[src/rtl/gcd_unit_if.sv]
// Handshake bundle between the relprime controller (master) and gcd_unit (slave).
// The iter_count signal exists only when GCD_ITER_COUNT_EN is defined.
interface gcd_unit_if #(
   parameter int WIDTH = 16
`ifdef GCD_ITER_COUNT_EN
   , parameter int CNT_WIDTH = 16
`endif
);
   logic             start;
   logic [WIDTH-1:0] a_in;
   logic [WIDTH-1:0] b_in;
   logic             busy;
   logic             done;
   logic [WIDTH-1:0] result;
`ifdef GCD_ITER_COUNT_EN
   logic [CNT_WIDTH-1:0] iter_count;

   modport master (output start, a_in, b_in, input busy, done, result, iter_count);
   modport slave  (input start, a_in, b_in, output busy, done, result, iter_count);
`else
   modport master (output start, a_in, b_in, input busy, done, result);
   modport slave  (input start, a_in, b_in, output busy, done, result);
`endif
endinterface

[src/rtl/gcd_unit.sv]
// Iterative subtractive-Euclid GCD engine with a one-cycle done strobe.
// Define GCD_ITER_COUNT_EN to add the saturating subtraction-step counter (iter_count).
module gcd_unit #(
   parameter int WIDTH = 16
`ifdef GCD_ITER_COUNT_EN
   , parameter int CNT_WIDTH = 16
`endif
) (
   input logic       CLK,
   input logic       reset,
   gcd_unit_if.slave bus
);

   typedef enum logic {IDLE, RUN} state_t;

   state_t           state;
   state_t           state_next;
   logic [WIDTH-1:0] a_reg;
   logic [WIDTH-1:0] b_reg;
   logic [WIDTH-1:0] a_next;
   logic [WIDTH-1:0] b_next;
   logic [WIDTH-1:0] result_reg;
   logic [WIDTH-1:0] result_next;
   logic             done_reg;
   logic             done_next;
   logic             operand_zero;
   logic             regs_equal;
   logic             a_greater;

`ifdef GCD_ITER_COUNT_EN
   logic [CNT_WIDTH-1:0] count_reg;
   logic [CNT_WIDTH-1:0] count_next;
`endif

   assign operand_zero = (bus.a_in == '0) || (bus.b_in == '0);
   assign regs_equal   = (a_reg == b_reg);
   assign a_greater    = (a_reg > b_reg);

   always_ff @(posedge CLK) begin
      if (reset) state <= IDLE;
      else       state <= state_next;
   end

   always_comb begin
      state_next = state;
      case (state)
         IDLE: if (bus.start && !operand_zero) state_next = RUN;
         RUN:  if (regs_equal)                 state_next = IDLE;
      endcase
   end

   // Zero operands finish straight from IDLE, so done never needs a RUN cycle for them.
   always_comb begin
      a_next      = a_reg;
      b_next      = b_reg;
      result_next = result_reg;
      done_next   = 1'b0;
`ifdef GCD_ITER_COUNT_EN
      count_next  = count_reg;
`endif
      case (state)
         IDLE: begin
            if (bus.start) begin
`ifdef GCD_ITER_COUNT_EN
               count_next = '0;
`endif
               if (operand_zero) begin
                  result_next = bus.a_in | bus.b_in;
                  done_next   = 1'b1;
               end else begin
                  a_next = bus.a_in;
                  b_next = bus.b_in;
               end
            end
         end
         RUN: begin
            if (regs_equal) begin
               result_next = a_reg;
               done_next   = 1'b1;
            end else begin
               if (a_greater) a_next = a_reg - b_reg;
               else           b_next = b_reg - a_reg;
`ifdef GCD_ITER_COUNT_EN
               if (count_reg != '1) count_next = count_reg + 1'b1;
`endif
            end
         end
      endcase
   end

   always_ff @(posedge CLK) begin
      if (reset) begin
         a_reg      <= '0;
         b_reg      <= '0;
         result_reg <= '0;
         done_reg   <= 1'b0;
`ifdef GCD_ITER_COUNT_EN
         count_reg  <= '0;
`endif
      end else begin
         a_reg      <= a_next;
         b_reg      <= b_next;
         result_reg <= result_next;
         done_reg   <= done_next;
`ifdef GCD_ITER_COUNT_EN
         count_reg  <= count_next;
`endif
      end
   end

   assign bus.busy   = (state == RUN);
   assign bus.done   = done_reg;
   assign bus.result = result_reg;
`ifdef GCD_ITER_COUNT_EN
   assign bus.iter_count = count_reg;
`endif

endmodule

[src/flat_wrapper.sv]
// flat-port wrapper written by rule: the top's interface ports become plain ports
module gcd_unit_flat 
#(
   parameter int WIDTH = 16

)
  (CLK, reset, bus_start, bus_a_in, bus_b_in, bus_busy, bus_done, bus_result);
  gcd_unit_if #(.WIDTH(WIDTH)) bus_i ();
  input logic CLK;
  input logic reset;
  input wire logic [$bits(bus_i.start)-1:0] bus_start;
  input wire logic [$bits(bus_i.a_in)-1:0] bus_a_in;
  input wire logic [$bits(bus_i.b_in)-1:0] bus_b_in;
  output wire logic [$bits(bus_i.busy)-1:0] bus_busy;
  output wire logic [$bits(bus_i.done)-1:0] bus_done;
  output wire logic [$bits(bus_i.result)-1:0] bus_result;
  assign bus_i.start = bus_start;
  assign bus_i.a_in = bus_a_in;
  assign bus_i.b_in = bus_b_in;
  assign bus_busy = bus_i.busy;
  assign bus_done = bus_i.done;
  assign bus_result = bus_i.result;
  gcd_unit #(.WIDTH(WIDTH)) u_core (.CLK(CLK), .reset(reset), .bus(bus_i));
endmodule
[config.mk]
export PLATFORM = sky130hd
export DESIGN_NAME = gcd_unit_flat
export DESIGN_NICKNAME = d
export VERILOG_FILES = /design/src/rtl/gcd_unit_if.sv /design/src/rtl/gcd_unit.sv /design/src/flat_wrapper.sv
export SDC_FILE = /design/constraint.sdc
export NUM_CORES = 1
export LEC_CHECK = 0
export BUFFER_PORTS_ARGS = -buffer_cell sky130_fd_sc_hd__buf_2
export CAP_MARGIN = 20
export CORE_ASPECT_RATIO = 0.9
export CORE_MARGIN = 1
export CORE_UTILIZATION = 45
export CTS_BUF_LIST = sky130_fd_sc_hd__clkbuf_4
export CTS_CLUSTER_DIAMETER = 120
export DETAILED_ROUTE_END_ITERATION = 8
export SYNTH_ARGS = -nofsm -noshare
export SYNTH_HDL_FRONTEND = slang
export SYNTH_SLANG_ARGS = --single-unit
[constraint.sdc]
create_clock -name CLK -period 3.9 [get_ports CLK]
set_input_delay 0.975 -clock CLK [delete_from_list [all_inputs] [get_ports CLK]]
set_output_delay 0.975 -clock CLK [all_outputs]
set_load 0.05 [all_outputs]
==> impl_metrics.tcl <==
set metrics [dict create \
    outcome "complete, no violations" \
    clockBufferDepth 2 \
    hold_slack_ns 0.4643 \
    synthesis.area_mm2 0.004103 \
    final_cells 661 \
    htreeDepth 2 \
    slew_violations 0 \
    fmax_ghz 0.3223 \
    synth_flop_cell "dfxtp_1" \
    place_inst 653 \
    synth_area_leader_cell "dfxtp_1" \
    wl_mm 11.81 \
    required_ns 2.92 \
    period_needed_ns 3.103 \
    area_growth_pct 7.289 \
    startpoint_type "flip-flop" \
    timing.rr.end "u_core.b_reg[10]" \
    path_max_fanout 39 \
    ctsHoldBuffers 0 \
    groute.usage.overall_pct 26.09 \
    rows 32 \
    worstHoldPathType "flip-flop to flip-flop" \
    drc_errors 0 \
    grt_pass1_wl_mm 18.92 \
    hpwl_mm 8.822 \
    grt_overflow 0 \
    die_x_um 102.7 \
    leakagePower_nw 1.804 \
    drt_iter0_drc 207 \
    drive_gt1_share_pct 16.79 \
    worstPathArrival_ns 2.13 \
    endpoint_kind "primary output" \
    startpoint "u_core.bus.busy" \
    synth_async_sr_flop_share_pct 0 \
    reg2reg_from "u_core.b_reg[7]" \
    via_per_inst 5.828 \
    coreArea_mm2 0.008688 \
    grt_start_max_net_pins 54 \
    pre_cts_ws_ns 0.8227 \
    path_class "flip-flop to primary output" \
    power.density_mw_per_mm2 931.9 \
    start_util_pct 47.22 \
    multiInputGateArea_mm2 0.002774 \
    cts_resized 0 \
    fin_crit_sh_pct 79.56 \
    worstHoldStart "u_core.bus.result[12]" \
    io_pins 53 \
    gp_congestion 0.9315 \
    utilization_pct 50.66 \
    crit_end "bus_busy" \
    antenna_found_initial 0 \
    finClkSkew_ns 0.01765 \
    numCtsBuffers 5 \
    syn_inst 517 \
    synthTopCellsByArea "dfxtp_1 (24%), ha_1 (9.5%), mux2i_1 (5.6%), a21oi_1 (4.9%), nor2_1 (4.8%)" \
    fin_nets 610 \
    synth_seq_cells 50 \
    synth_edf_count 0 \
    ff2ff_path_depth 9 \
    post_cts_buffers 0 \
    finalSetupViolCount 0 \
    seq_area_frac_synth_pct 24.40 \
    portBuffers 52 \
    rsz0062_at_grt "false" \
    ys_warn_count 0 \
    vias 3852 \
    tritoncts "built" \
    worst_pin_slew_ns 1.056 \
    yosysTopAreaCellShare_pct 24.40 \
    fin_ws_ns 0.7972 \
    cts.sinks 50 \
    die_h_um 92.59 \
    hold_violations 0 \
    fillers 886 \
    reg2reg_setup_slack_ns 0.80 \
    final-seq-area_mm2 0.001002 \
    diodes 0 \
    fin_tns_setup_ns 0 \
    grt_pass1_vias 3570 \
    synthDistinctLibCells 64 \
    cap_violations 0 \
    ir_worst_vdd_uv 294.3 \
    die_area_mm2 0.009504 \
    clk_pin_slew_ns 0.16 \
    ant_nets 0 \
    dr.pass1.iters 5 \
    ctsRootBufferMaster "clkbuf_4" \
    wl_per_cell_um 17.87 \
    slew_headroom_pct 29.58 \
    clk_latency_ns 0.39 \
    synth_fp_nets 585 \
    avgSynthCellArea_um2 7.936 \
]
==> kinds of logic (layout without fill, tap and decap cells) <==
family / Yosys count / count (layout) / synth area share (%)
mux: 25 / 25 / 6.160
simple gates: 171 / 171 / 20.68
buf+inv: 72 / 97 / 8.082
fa+ha+maj: 33 / 33 / 10.43
xor+xnor: 20 / 20 / 4.270
flops: 50 / 50 / 24.40
compound gates: 146 / 146 / 25.98
==> metrics by stage <==
stage               instance area, um^2  total power, mW
floorplan                          4103            3.264
global placement                   4335            3.764
detailed placement                 4335            3.801
CTS                                4387            4.070
global route                       4402            4.463
finish                             4402            4.102
==> where the power goes <==
part | leakage [nW] | internal, mW | switching, mW | total (mW)
combinational | 1.36 | 1.25 | 1.83 | 3.08
clock | 0.0314 | 0.0689 | 0.187 | 0.256
sequential | 0.411 | 0.651 | 0.119 | 0.770
total | 1.80 | 1.97 | 2.13 | 4.10
==> cells in the mapped netlist (5+ instances only) <==
cell type  count
nor3_1        24
o21ai_0       15
xnor2_1       13
a211oi_1      23
mux2i_1       23
nor2_1        52
nand3_1       10
a21o_1        10
clkbuf_1      14
ha_1          31
nand3b_1       5
nand2_1       36
a211o_1       15
nor4_1         9
buf_4          7
buf_2         10
a21oi_1       40
inv_1         34
xor2_1         7
nand4_1        7
o21a_1         5
nor2b_1        6
dfxtp_1       50
==> worst min path at each step <==
stage,end,slack [ns],cells past startpoint
6_report,u_core.bus.result[12],0.46,2
5_1_grt,u_core.bus.result[11],0.49,2
4_1_cts,u_core.bus.result[0],0.47,2
3_5_place_dp,u_core.bus.result[0],0.44,2
3_3_place_gp,u_core.bus.result[0],0.44,2
2_1_floorplan,u_core.b_reg[0],0.45,2
==> area by class of cell <==
cell class              instances  area share, %
well taps                     119          3.383
multi-input cells             395          63.02
inverters                      34          2.899
clock inverters                 2         0.3127
repair buffers                 56          6.765
clock buffers                   5         0.8528
flip-flops and latches         50          22.77
==> layout by cell type, fill, tap and decap left out, types with 13 or more instances in the layout <==
cell	count
a211o_1	15
a211oi_1	23
a21oi_1	39
buf_2	52
dfxtp_1	49
ha_1	31
inv_1	34
mux2i_1	23
nand2_1	36
nor2_1	52
nor3_1	24
o21ai_0	15
xnor2_1	13
==> per-layer routing <==
metal	vias up	global-route usage [%]	part of all wire [%]	wire, um
li1	1896	-	-	-
met1	1814	38.92	51	5969
met2	121	38.61	42	4991
met3	21	3.547	5.4	643
met4	0	7.143	1.8	209
met5	-	0	0	0
==> worst max-delay path: stages (launching register included) <==
cell	delay (ns)
dfxtp_2	0.84
buf_4	0.53
buf_2	0.35
Note: power is estimated with default switching activity, not from simulation.
